File: src/rtl/div_pkg.sv
// ---------------------------------------------------------------------------
// div_pkg: shared types and constants for the sequential divider.
//   DIV_WIDTH    default operand width
//   DIV_STEP_W   step-counter width for DIV_WIDTH
//   div_state_e  controller states (FIXUP only when DIV_SIGNED_EN is defined)
// Optional feature macro: DIV_SIGNED_EN (two's-complement operands/results).
// ---------------------------------------------------------------------------
package div_pkg;

    localparam int DIV_WIDTH = 8;

    // Width of a counter that must hold the values 0 .. w-1.
    function automatic int div_step_w(input int w);
        return (w > 2) ? $clog2(w) : 1;
    endfunction

    localparam int DIV_STEP_W = div_step_w(DIV_WIDTH);

`ifdef DIV_SIGNED_EN
    typedef enum logic [1:0] {
        IDLE  = 2'd0,
        CALC  = 2'd1,
        DONE  = 2'd2,
        FIXUP = 2'd3
    } div_state_e;
`else
    typedef enum logic [1:0] {
        IDLE  = 2'd0,
        CALC  = 2'd1,
        DONE  = 2'd2
    } div_state_e;
`endif

endpackage

File: src/rtl/div_seq_if.sv
// ---------------------------------------------------------------------------
// div_seq_if: operand and result handshakes of the sequential divider.
//   in_valid/in_ready   operand handshake (dividend, divisor)
//   out_valid/out_ready result handshake (quotient, remainder, div_by_zero)
// master: producer of operands / consumer of results. slave: the divider.
// ---------------------------------------------------------------------------
interface div_seq_if #(
    parameter int WIDTH = 8
);
    logic             in_valid;
    logic             in_ready;
    logic [WIDTH-1:0] dividend;
    logic [WIDTH-1:0] divisor;
    logic             out_valid;
    logic             out_ready;
    logic [WIDTH-1:0] quotient;
    logic [WIDTH-1:0] remainder;
    logic             div_by_zero;

    modport master (
        output in_valid, dividend, divisor, out_ready,
        input  in_ready, out_valid, quotient, remainder, div_by_zero
    );

    modport slave (
        input  in_valid, dividend, divisor, out_ready,
        output in_ready, out_valid, quotient, remainder, div_by_zero
    );
endinterface

File: src/rtl/div_step.sv
// ---------------------------------------------------------------------------
// div_step: one combinational restoring-division stage.
//   rem_i      partial remainder entering the stage (always < divisor)
//   dvd_bit_i  next dividend bit shifted into the remainder
//   divisor_i  divisor
//   rem_o      partial remainder leaving the stage
//   q_bit_o    quotient bit produced by this stage
// ---------------------------------------------------------------------------
module div_step #(
    parameter int WIDTH = 8
) (
    input  logic [WIDTH-1:0] rem_i,
    input  logic             dvd_bit_i,
    input  logic [WIDTH-1:0] divisor_i,
    output logic [WIDTH-1:0] rem_o,
    output logic             q_bit_o
);
    // The shifted remainder needs one extra bit so max operands cannot overflow.
    logic [WIDTH:0]   shifted_s;
    logic [WIDTH-1:0] diff_s;

    // Shift in the next dividend bit, then subtract the divisor if it fits.
    always_comb begin
        shifted_s = {rem_i, dvd_bit_i};
        // When the subtraction is taken the true difference is < divisor, so
        // the low WIDTH bits carry the whole result.
        diff_s    = shifted_s[WIDTH-1:0] - divisor_i;
        if (shifted_s >= {1'b0, divisor_i}) begin
            q_bit_o = 1'b1;
            rem_o   = diff_s;
        end else begin
            q_bit_o = 1'b0;
            rem_o   = shifted_s[WIDTH-1:0];
        end
    end
endmodule

File: src/rtl/div_seq.sv
// ---------------------------------------------------------------------------
// div_seq: sequential restoring divider, one quotient bit per clock.
//   clk  clock (posedge)          rst  synchronous active-high reset
//   bus  div_seq_if.slave: operand handshake in, result handshake out
// Unsigned latency WIDTH+1 cycles, divide-by-zero 1 cycle.
// Optional macro DIV_SIGNED_EN: two's-complement operands, an extra FIXUP
// cycle applies signs to the magnitude result (latency WIDTH+2).
// ---------------------------------------------------------------------------
module div_seq
    import div_pkg::*;
#(
    parameter int WIDTH = DIV_WIDTH
) (
    input  logic     clk,
    input  logic     rst,
    div_seq_if.slave bus
);
    localparam int SW = div_step_w(WIDTH);

    div_state_e       state_q, state_d;
    logic [WIDTH-1:0] dvd_q, dvd_d;       // latched dividend (magnitude)
    logic [WIDTH-1:0] dvs_q, dvs_d;       // latched divisor (magnitude)
    logic [WIDTH-1:0] rem_q, rem_d;       // partial remainder
    logic [WIDTH-1:0] quo_q, quo_d;       // quotient being assembled
    logic [SW-1:0]    step_q, step_d;     // dividend bit processed this cycle
    logic             in_ready_q, in_ready_d;
    logic             out_valid_q, out_valid_d;
    logic [WIDTH-1:0] quotient_q, quotient_d;
    logic [WIDTH-1:0] remainder_q, remainder_d;
    logic             dbz_q, dbz_d;

    logic             dvd_bit_s;
    logic             q_bit_s;
    logic [WIDTH-1:0] step_rem_s;

`ifdef DIV_SIGNED_EN
    logic             neg_quo_q, neg_quo_d;
    logic             neg_rem_q, neg_rem_d;

    // Magnitude of a two's-complement value; the most-negative value maps to
    // its correct unsigned magnitude (e.g. 0x80 -> 128).
    function automatic logic [WIDTH-1:0] mag(input logic [WIDTH-1:0] v);
        return v[WIDTH-1] ? -v : v;
    endfunction
`endif

    assign dvd_bit_s = dvd_q[step_q];

    div_step #(.WIDTH(WIDTH)) u_step (
        .rem_i     (rem_q),
        .dvd_bit_i (dvd_bit_s),
        .divisor_i (dvs_q),
        .rem_o     (step_rem_s),
        .q_bit_o   (q_bit_s)
    );

    assign bus.in_ready    = in_ready_q;
    assign bus.out_valid   = out_valid_q;
    assign bus.quotient    = quotient_q;
    assign bus.remainder   = remainder_q;
    assign bus.div_by_zero = dbz_q;

    // Next-state and next-output logic; handshake outputs are registered
    // from the state being entered.
    always_comb begin
        state_d     = state_q;
        dvd_d       = dvd_q;
        dvs_d       = dvs_q;
        rem_d       = rem_q;
        quo_d       = quo_q;
        step_d      = step_q;
        in_ready_d  = in_ready_q;
        out_valid_d = out_valid_q;
        quotient_d  = quotient_q;
        remainder_d = remainder_q;
        dbz_d       = dbz_q;
`ifdef DIV_SIGNED_EN
        neg_quo_d   = neg_quo_q;
        neg_rem_d   = neg_rem_q;
`endif
        case (state_q)
            IDLE: begin
                if (bus.in_valid && in_ready_q) begin
                    in_ready_d = 1'b0;
                    rem_d      = '0;
                    quo_d      = '0;
                    step_d     = SW'(WIDTH - 1);
                    if (bus.divisor == '0) begin
                        // Divide-by-zero skips the datapath entirely.
                        state_d     = DONE;
                        out_valid_d = 1'b1;
                        quotient_d  = '1;
                        remainder_d = bus.dividend;
                        dbz_d       = 1'b1;
                    end else begin
                        state_d = CALC;
`ifdef DIV_SIGNED_EN
                        dvd_d     = mag(bus.dividend);
                        dvs_d     = mag(bus.divisor);
                        neg_quo_d = bus.dividend[WIDTH-1] ^ bus.divisor[WIDTH-1];
                        neg_rem_d = bus.dividend[WIDTH-1];
`else
                        dvd_d = bus.dividend;
                        dvs_d = bus.divisor;
`endif
                    end
                end else begin
                    in_ready_d = 1'b1;
                end
            end
            CALC: begin
                rem_d         = step_rem_s;
                quo_d[step_q] = q_bit_s;
                if (step_q == '0) begin
`ifdef DIV_SIGNED_EN
                    state_d = FIXUP;
`else
                    state_d     = DONE;
                    out_valid_d = 1'b1;
                    quotient_d  = quo_d;
                    remainder_d = step_rem_s;
                    dbz_d       = 1'b0;
`endif
                end else begin
                    step_d = step_q - 1'b1;
                end
            end
`ifdef DIV_SIGNED_EN
            FIXUP: begin
                // Quotient truncates toward zero; remainder follows the dividend.
                state_d     = DONE;
                out_valid_d = 1'b1;
                quotient_d  = neg_quo_q ? -quo_q : quo_q;
                remainder_d = neg_rem_q ? -rem_q : rem_q;
                dbz_d       = 1'b0;
            end
`endif
            DONE: begin
                if (bus.out_ready) begin
                    state_d     = IDLE;
                    out_valid_d = 1'b0;
                    in_ready_d  = 1'b1;
                end else begin
                    out_valid_d = 1'b1;
                end
            end
            default: begin
                state_d     = IDLE;
                out_valid_d = 1'b0;
                in_ready_d  = 1'b1;
            end
        endcase
    end

    // State and datapath registers with synchronous reset.
    always_ff @(posedge clk) begin
        if (rst) begin
            state_q     <= IDLE;
            dvd_q       <= '0;
            dvs_q       <= '0;
            rem_q       <= '0;
            quo_q       <= '0;
            step_q      <= '0;
            in_ready_q  <= 1'b1;
            out_valid_q <= 1'b0;
            quotient_q  <= '0;
            remainder_q <= '0;
            dbz_q       <= 1'b0;
`ifdef DIV_SIGNED_EN
            neg_quo_q   <= 1'b0;
            neg_rem_q   <= 1'b0;
`endif
        end else begin
            state_q     <= state_d;
            dvd_q       <= dvd_d;
            dvs_q       <= dvs_d;
            rem_q       <= rem_d;
            quo_q       <= quo_d;
            step_q      <= step_d;
            in_ready_q  <= in_ready_d;
            out_valid_q <= out_valid_d;
            quotient_q  <= quotient_d;
            remainder_q <= remainder_d;
            dbz_q       <= dbz_d;
`ifdef DIV_SIGNED_EN
            neg_quo_q   <= neg_quo_d;
            neg_rem_q   <= neg_rem_d;
`endif
        end
    end
endmodule
File: src/flat_wrapper.sv
// flat-port wrapper written by rule: the top's interface ports become plain ports
module div_seq_flat import div_pkg::*;
#(
    parameter int WIDTH = DIV_WIDTH
)
  (clk, rst, bus_in_valid, bus_dividend, bus_divisor, bus_out_ready, bus_in_ready, bus_out_valid, bus_quotient, bus_remainder, bus_div_by_zero);
  div_seq_if #(.WIDTH(WIDTH)) bus_i ();
  input  logic clk;
  input  logic rst;
  input wire logic [$bits(bus_i.in_valid)-1:0] bus_in_valid;
  input wire logic [$bits(bus_i.dividend)-1:0] bus_dividend;
  input wire logic [$bits(bus_i.divisor)-1:0] bus_divisor;
  input wire logic [$bits(bus_i.out_ready)-1:0] bus_out_ready;
  output wire logic [$bits(bus_i.in_ready)-1:0] bus_in_ready;
  output wire logic [$bits(bus_i.out_valid)-1:0] bus_out_valid;
  output wire logic [$bits(bus_i.quotient)-1:0] bus_quotient;
  output wire logic [$bits(bus_i.remainder)-1:0] bus_remainder;
  output wire logic [$bits(bus_i.div_by_zero)-1:0] bus_div_by_zero;
  assign bus_i.in_valid = bus_in_valid;
  assign bus_i.dividend = bus_dividend;
  assign bus_i.divisor = bus_divisor;
  assign bus_i.out_ready = bus_out_ready;
  assign bus_in_ready = bus_i.in_ready;
  assign bus_out_valid = bus_i.out_valid;
  assign bus_quotient = bus_i.quotient;
  assign bus_remainder = bus_i.remainder;
  assign bus_div_by_zero = bus_i.div_by_zero;
  div_seq #(.WIDTH(WIDTH)) u_core (.clk(clk), .rst(rst), .bus(bus_i));
endmodule
File: config.mk
export PLATFORM = sky130hd
export DESIGN_NAME = div_seq_flat
export DESIGN_NICKNAME = d
export VERILOG_FILES = /design/src/rtl/div_pkg.sv /design/src/rtl/div_seq_if.sv /design/src/rtl/div_step.sv /design/src/rtl/div_seq.sv /design/src/flat_wrapper.sv
export SDC_FILE = /design/constraint.sdc
export NUM_CORES = 1
export LEC_CHECK = 0
export ABC_AREA = 1
export CORE_MARGIN = 2
export CORE_UTILIZATION = 55
export DETAILED_ROUTE_END_ITERATION = 8
export GPL_TIMING_DRIVEN = 1
export MAX_ROUTING_LAYER = met4
export PLACE_DENSITY_LB_ADDON = 0.12
export SYNTH_ARGS = -nofsm -noshare
export SYNTH_HDL_FRONTEND = slang
export SYNTH_SLANG_ARGS = --single-unit
export TNS_END_PERCENT = 50
File: constraint.sdc
create_clock -name clk -period 6.4 [get_ports clk]
set_input_delay 1.6 -clock clk [delete_from_list [all_inputs] [get_ports clk]]
set_output_delay 1.6 -clock clk [all_outputs]
set_load 0.01 [all_outputs]
==> flow_summary.yaml, run 1 <==
run_status:
  status: "finished clean"
layout:
  nets: 514
  final_cell_mix: "126 x nand2_1, 56 x dfxtp_1, 50 x inv_1, 41 x nand3_1, 38 x clkdlybuf4s50_1"
  area_growth_pct: 15.78
  final_common_cell: "nand2_1"
  layout.cells.non_filler: 554
  fin_util_pct: 64.99
  final_area_um2: 3535
  antennaDiodeCount: 0
  drive_above_1_share_pct: 7.469
yosys:
  synth_cells: 452
  synth_area_per_cell_um2: 6.754
  yosysWarnings: 0
  ys_types: 32
  synth_nets: 484
  netlist_area_um2: 3053
  synth_seq_area_share_pct: 36.72
  ys_seq_elements: 56
clock_network:
  root_buffer: "clkbuf_8"
  cts.sinks: 56
  clockBufferDepth: 2
  h-tree-depth: 2
  clkSlewWorstSetupHoldPaths_ns: 0.09
  cts_hold_buf: 0
  cts_resized: 0
  numCtsBuffers: 5
  clkLatencyLatePin_ns: 0.31
  cts_setup_buffers: 0
  cts_tree: "built"
worst_setup_path:
  critical_path.startpoint_type: "primary input"
  cpPeakStageDelay_ns: 0.43
  crit_fanout: 20
  crit_path_top_delay_cell: "clkdlybuf4s50_1"
  crit_type: "primary input to flop"
  worst_setup_path_end_kind: "flop"
  required_ns: 6.65
  path_delay_family: "buffers and inverters"
  crit_chain: "clkdlybuf4s50_1, nor2_1, nand2_1, nor2_1, o21ai_2, inv_2, nand3_1, nand2_1, inv_1, a21oi_2"
  cp_num_buf_inv: 3
  critPathArrivalTime_ns: 3.40
place:
  place_area_um2: 3438
  placed_cells: 547
  gp_congestion: 0.8219
  hpwlAfterDp_um: 5340
  port_buffers: 38
timing:
  finalSetupViolations: 0
  rsz0062_at_grt: "no"
  drv_slew: 0
  skew_ns: 0.005070
  period_share_pct: 49.19
  worstMarginPinSlew_ns: 1.171
  fmax_mhz: 317.7
  fin_crit_ns: 3.148
  setup_tns_ns: 0
  hold_violations: 0
  maxSlewHeadroom_pct: 21.65
pwr:
  vdd_ir_drop_max_uv: 219.2
  powerDensity_nw_per_um2: 383.4
  power_leakage_nw: 1.598
global_routing:
  grt_pass1_wl_um: 11670
  antenna_found_initial: 0
  grt_overflow: 0
  grt_pass1_vias: 2496
  grt.total_usage_pct: 24.66
  grt_max_degree: 33
route:
  drt_pass1_iterations: 4
  postRouteAntennaNets: 0
  avgViaCountPerCell: 5.202
  drt-initial-drc-count: 129
  wire_per_inst_um: 13.07
  remaining_drc_errors: 0
  num_vias: 2882
  routed_wl_um: 7243
floorplan:
  start_util_pct: 56.13
  placementRows: 27
  die_w_um: 78.51
  die_h_um: 78.51
  io_pins: 39
  core_area_um2: 5439
  die-area_um2: 6163
job:
  maxCapViolCount: 0
min_path:
  hold_class: "flop to flop"
## final cells by class
| type | count | area, um2 |
|---|---|---|
| clock buffers | 7 | 96.34 |
| multi-input cells | 323 | 1620 |
| flip-flops and latches | 56 | 1121 |
| repair buffers | 40 | 395.4 |
| well taps | 72 | 90.09 |
| inverters | 56 | 211.5 |
| fillers | 516 | 1904 |
## flip-flops by register name, indices dropped and copies added, names as in the netlist
register / flops
u_core.bus.quotient: 8
u_core.bus.remainder: 8
u_core.dvd_q: 8
u_core.dvs_q: 8
u_core.quo_q: 8
u_core.rem_q: 8
u_core.step_q: 3
u_core.state_q: 2
u_core.bus.div_by_zero: 1
u_core.bus.in_ready: 1
u_core.bus.out_valid: 1
## cells by family after synthesis
family / after synthesis / synth area share (%)
AND/OR/NAND/NOR: 229 / 32.17
buffers and inverters: 73 / 10.20
AO/OA/AOI/OAI: 77 / 14.30
adder cells (fa/ha/maj): 12 / 5.164
flip-flops: 56 / 36.72
XOR/XNOR: 5 / 1.435
## power by group
group / switching, mW / total, mW / internal (mW)
clock network: 0.108 / 0.205 / 0.0966
registers: 0.0435 / 0.449 / 0.405
logic: 0.454 / 0.702 / 0.247
## metrics by stage
step / hold slack (ns) / setup WS [ns] / power (mW)
5_1_grt: 0.4882 / 3.066 / 1.474
3_3_place_gp: 0.4468 / 2.965 / 1.143
6_report: 0.4654 / 3.252 / 1.355
3_5_place_dp: 0.4539 / 2.953 / 1.152
4_1_cts: 0.4680 / 3.251 / 1.357
2_1_floorplan: 0.4332 / 3.725 / 0.9911
## final timing paths
path | from | end | slack, ns | cells after the start
min reg2reg | u_core.quo_q[3]$_SDFFE_PP0P_ | u_core.quo_q[3]$_SDFFE_PP0P_ | 0.47 | 2
min | u_core.quo_q[3]$_SDFFE_PP0P_ | u_core.quo_q[3]$_SDFFE_PP0P_ | 0.47 | 2
max | bus_divisor[5] | u_core.bus.remainder[4]$_SDFFE_PP0P_ | 3.25 | 10
max reg2reg | u_core.step_q[0]$_SDFFE_PP0P_ | u_core.bus.remainder[6]$_SDFFE_PP0P_ | 3.52 | 17
## worst register-to-register path: cells and delay by family (launching register included)
kind | cells | cell delay [ns]
flip-flops | 1 | 0.41
buffers and inverters | 2 | 0.41
adder cells (fa/ha/maj) | 2 | 0.59
AND/OR/NAND/NOR | 11 | 0.92
AO/OA/AOI/OAI | 2 | 0.49
## layer usage
metal  wire (um)  up-vias  global-route usage [%]
met4         106        0                   7.018
met1        3229     1307                   29.50
met3         241       10                   3.678
met5           0        -                       -
met2        3665       63                   43.08
li1            -     1502                       -
## synth_stat cells
master | n | area (um2)
inv_2 | 4 | 15.01
a221oi_1 | 1 | 8.760
dfxtp_1 | 56 | 1121
clkinv_2 | 1 | 5.000
nand2_1 | 126 | 473.0
or2_0 | 1 | 6.260
xnor2_1 | 2 | 17.52
o21ai_0 | 18 | 90.09
a21o_1 | 8 | 60.06
buf_2 | 8 | 40.04
and2_1 | 1 | 6.260
nand2_2 | 2 | 12.51
inv_1 | 50 | 187.7
nand3_1 | 41 | 205.2
ha_1 | 11 | 137.6
o21ai_1 | 8 | 40.04
nor3_1 | 10 | 50.05
clkbuf_1 | 5 | 18.77
fa_1 | 1 | 20.02
xor2_1 | 3 | 26.28
a21oi_2 | 6 | 52.55
buf_4 | 1 | 7.510
nand4_2 | 1 | 12.51
nor2_4 | 2 | 22.52
or2_2 | 9 | 56.30
a31oi_1 | 1 | 6.260
nor2_2 | 1 | 6.260
a21oi_1 | 34 | 170.2
nor2_1 | 35 | 131.4
buf_6 | 3 | 33.78
o21ai_2 | 1 | 8.760
clkinv_1 | 1 | 3.750
(Power assumes the default switching activity.)
==> inputs of run 2 (changes only) <==
Clock period 6.4 ns to 3.05 ns, I/O delays scaled along.
==> flow_summary.yaml, run 2 (synthesized netlist as in run 1, its figures left out) <==
global_routing:
  grt_pass1_wl_um: 11830
  grt_overflow: 0
  grt_max_degree: 32
  grt.total_usage_pct: 24.93
  grt_pass1_vias: 2488
  antenna_found_initial: 0
clock_network:
  clkSlewWorstSetupHoldPaths_ns: 0.09
  numCtsBuffers: 5
  root_buffer: "clkbuf_8"
  clockBufferDepth: 2
  cts.sinks: 56
  h-tree-depth: 2
  clkLatencyLatePin_ns: 0.31
  cts_setup_buffers: 0
  cts_tree: "built"
timing:
  period_share_pct: 87.93
  worstMarginPinSlew_ns: 1.134
  maxSlewHeadroom_pct: 24.14
  hold_violations: 0
  setup_tns_ns: 0
  finalSetupViolations: 0
  fmax_mhz: 372.9
  fin_crit_ns: 2.682
  drv_slew: 0
  skew_ns: 0.006778
  setup_ws_ns: 0.3682
  rsz0062_at_grt: "no"
worst_setup_path:
  worst_setup_path_end_kind: "flop"
  cp_common_cell: "nand2_1"
  crit_fanout: 13
  critical_path.startpoint_type: "flop"
  required_ns: 3.24
  crit_path_top_delay_cell: "dfxtp_1"
  crit_start: "u_core.step_q[0]$_SDFFE_PP0P_"
  r2r_start: "u_core.step_q[0]$_SDFFE_PP0P_"
  crit_chain: "clkinvlp_4, nand2_1, nand2_1, nand2_1, nand2_1, nand2_1, nand2_1, inv_1, ha_1, nand2_1, nor2_1, nand3_1, nand4_2, inv_2, nand2_1, nand3_1, a21oi_2"
  crit_type: "flop to flop"
  cpPeakStageDelay_ns: 0.58
  critPathArrivalTime_ns: 2.87
route:
  drt_pass1_iterations: 4
  remaining_drc_errors: 0
  postRouteAntennaNets: 0
  wire_per_inst_um: 12.92
  avgViaCountPerCell: 5.108
  routed_wl_um: 7194
  drt-initial-drc-count: 144
  num_vias: 2845
layout:
  drive_above_1_share_pct: 8.247
  antennaDiodeCount: 0
  nFillCells: 508
  multi_input_area_um2: 1620
  nets: 517
  final_common_cell: "nand2_1"
  area_growth_pct: 16.64
  final_cell_mix: "126 x nand2_1, 56 x dfxtp_1, 49 x inv_1, 41 x nand3_1, 38 x clkdlybuf4s50_1"
  seq_area_um2: 1121
min_path:
  hold_start: "u_core.quo_q[3]$_SDFFE_PP0P_"
  hold_class: "flop to flop"
floorplan:
  die-area_um2: 6163
  core_area_um2: 5439
  die_w_um: 78.51
  io_pins: 39
  placementRows: 27
  start_util_pct: 56.13
  die_h_um: 78.51
run_status:
  status: "finished clean"
place:
  gp_congestion: 0.8434
  port_buffers: 38
  dp_slack_ns: 0.2349
  hpwlAfterDp_um: 5389
job:
  maxCapViolCount: 0
pwr:
  power_leakage_nw: 1.611
  vdd_ir_drop_max_uv: 520.4
  powerDensity_nw_per_um2: 810.8
==> run 2: critical path: cells and delay by family, from the launching register on <==
kind                     cells  cell delay, ns
flip-flops                   1            0.58
buffers and inverters        3            0.66
adder cells (fa/ha/maj)      1            0.24
AO/OA/AOI/OAI                1            0.06
AND/OR/NAND/NOR             12            1.04
==> run 2: power breakdown <==
group | internal (mW) | switching [mW] | total, mW | leakage [nW]
Sequential | 0.850 | 0.0925 | 0.942 | 0.458
Combinational | 0.556 | 0.956 | 1.51 | 1.10
Clock | 0.203 | 0.230 | 0.433 | 0.0503
Total | 1.61 | 1.28 | 2.89 | 1.61
==> run 2: final timing paths <==
path	to	slack, ns	depth (start not counted)
max	u_core.bus.remainder[5]$_SDFFE_PP0P_	0.37	17
min	u_core.quo_q[3]$_SDFFE_PP0P_	0.46	2
max reg2reg	u_core.bus.remainder[5]$_SDFFE_PP0P_	0.37	17
min reg2reg	u_core.quo_q[3]$_SDFFE_PP0P_	0.46	2
==> run 2: cell type report <==
type	count	area share, %
Tap cell	72	2.530
Multi-Input combinational cell	323	45.50
Clock buffer	7	2.706
Timing Repair Buffer	43	11.74
Sequential cell	56	31.48
Inverter	56	6.044
==> run 2: routing by layer <==
layer	wire length, um	track usage (%)
met2	3495	40.68
met3	286	3.563
met1	3266	31.94
met5	0	-
met4	145	8.070
==> run 2: through the flow <==
| stage | power, mW | hold WS (ns) | instance area [um2] | util [%] | instances |
|---|---|---|---|---|---|
| floorplan | 2.080 | 0.4332 | 3053 | - | 452 |
| global placement | 2.451 | 0.4476 | 3461 | 63.63 | 550 |
| detailed placement | 2.465 | 0.4528 | 3461 | 63.63 | 550 |
| CTS | 2.904 | 0.4675 | 3557 | 65.40 | 557 |
| global route | 3.148 | 0.4801 | 3561 | 65.47 | 557 |
| finish | 2.887 | 0.4638 | 3561 | 65.47 | 557 |
==> run 2: what timing repair did <==
item	4_1_cts	5_1_grt
resized for setup	0	2
endpoints found under the setup margin	0	4
hold buffers	0	0
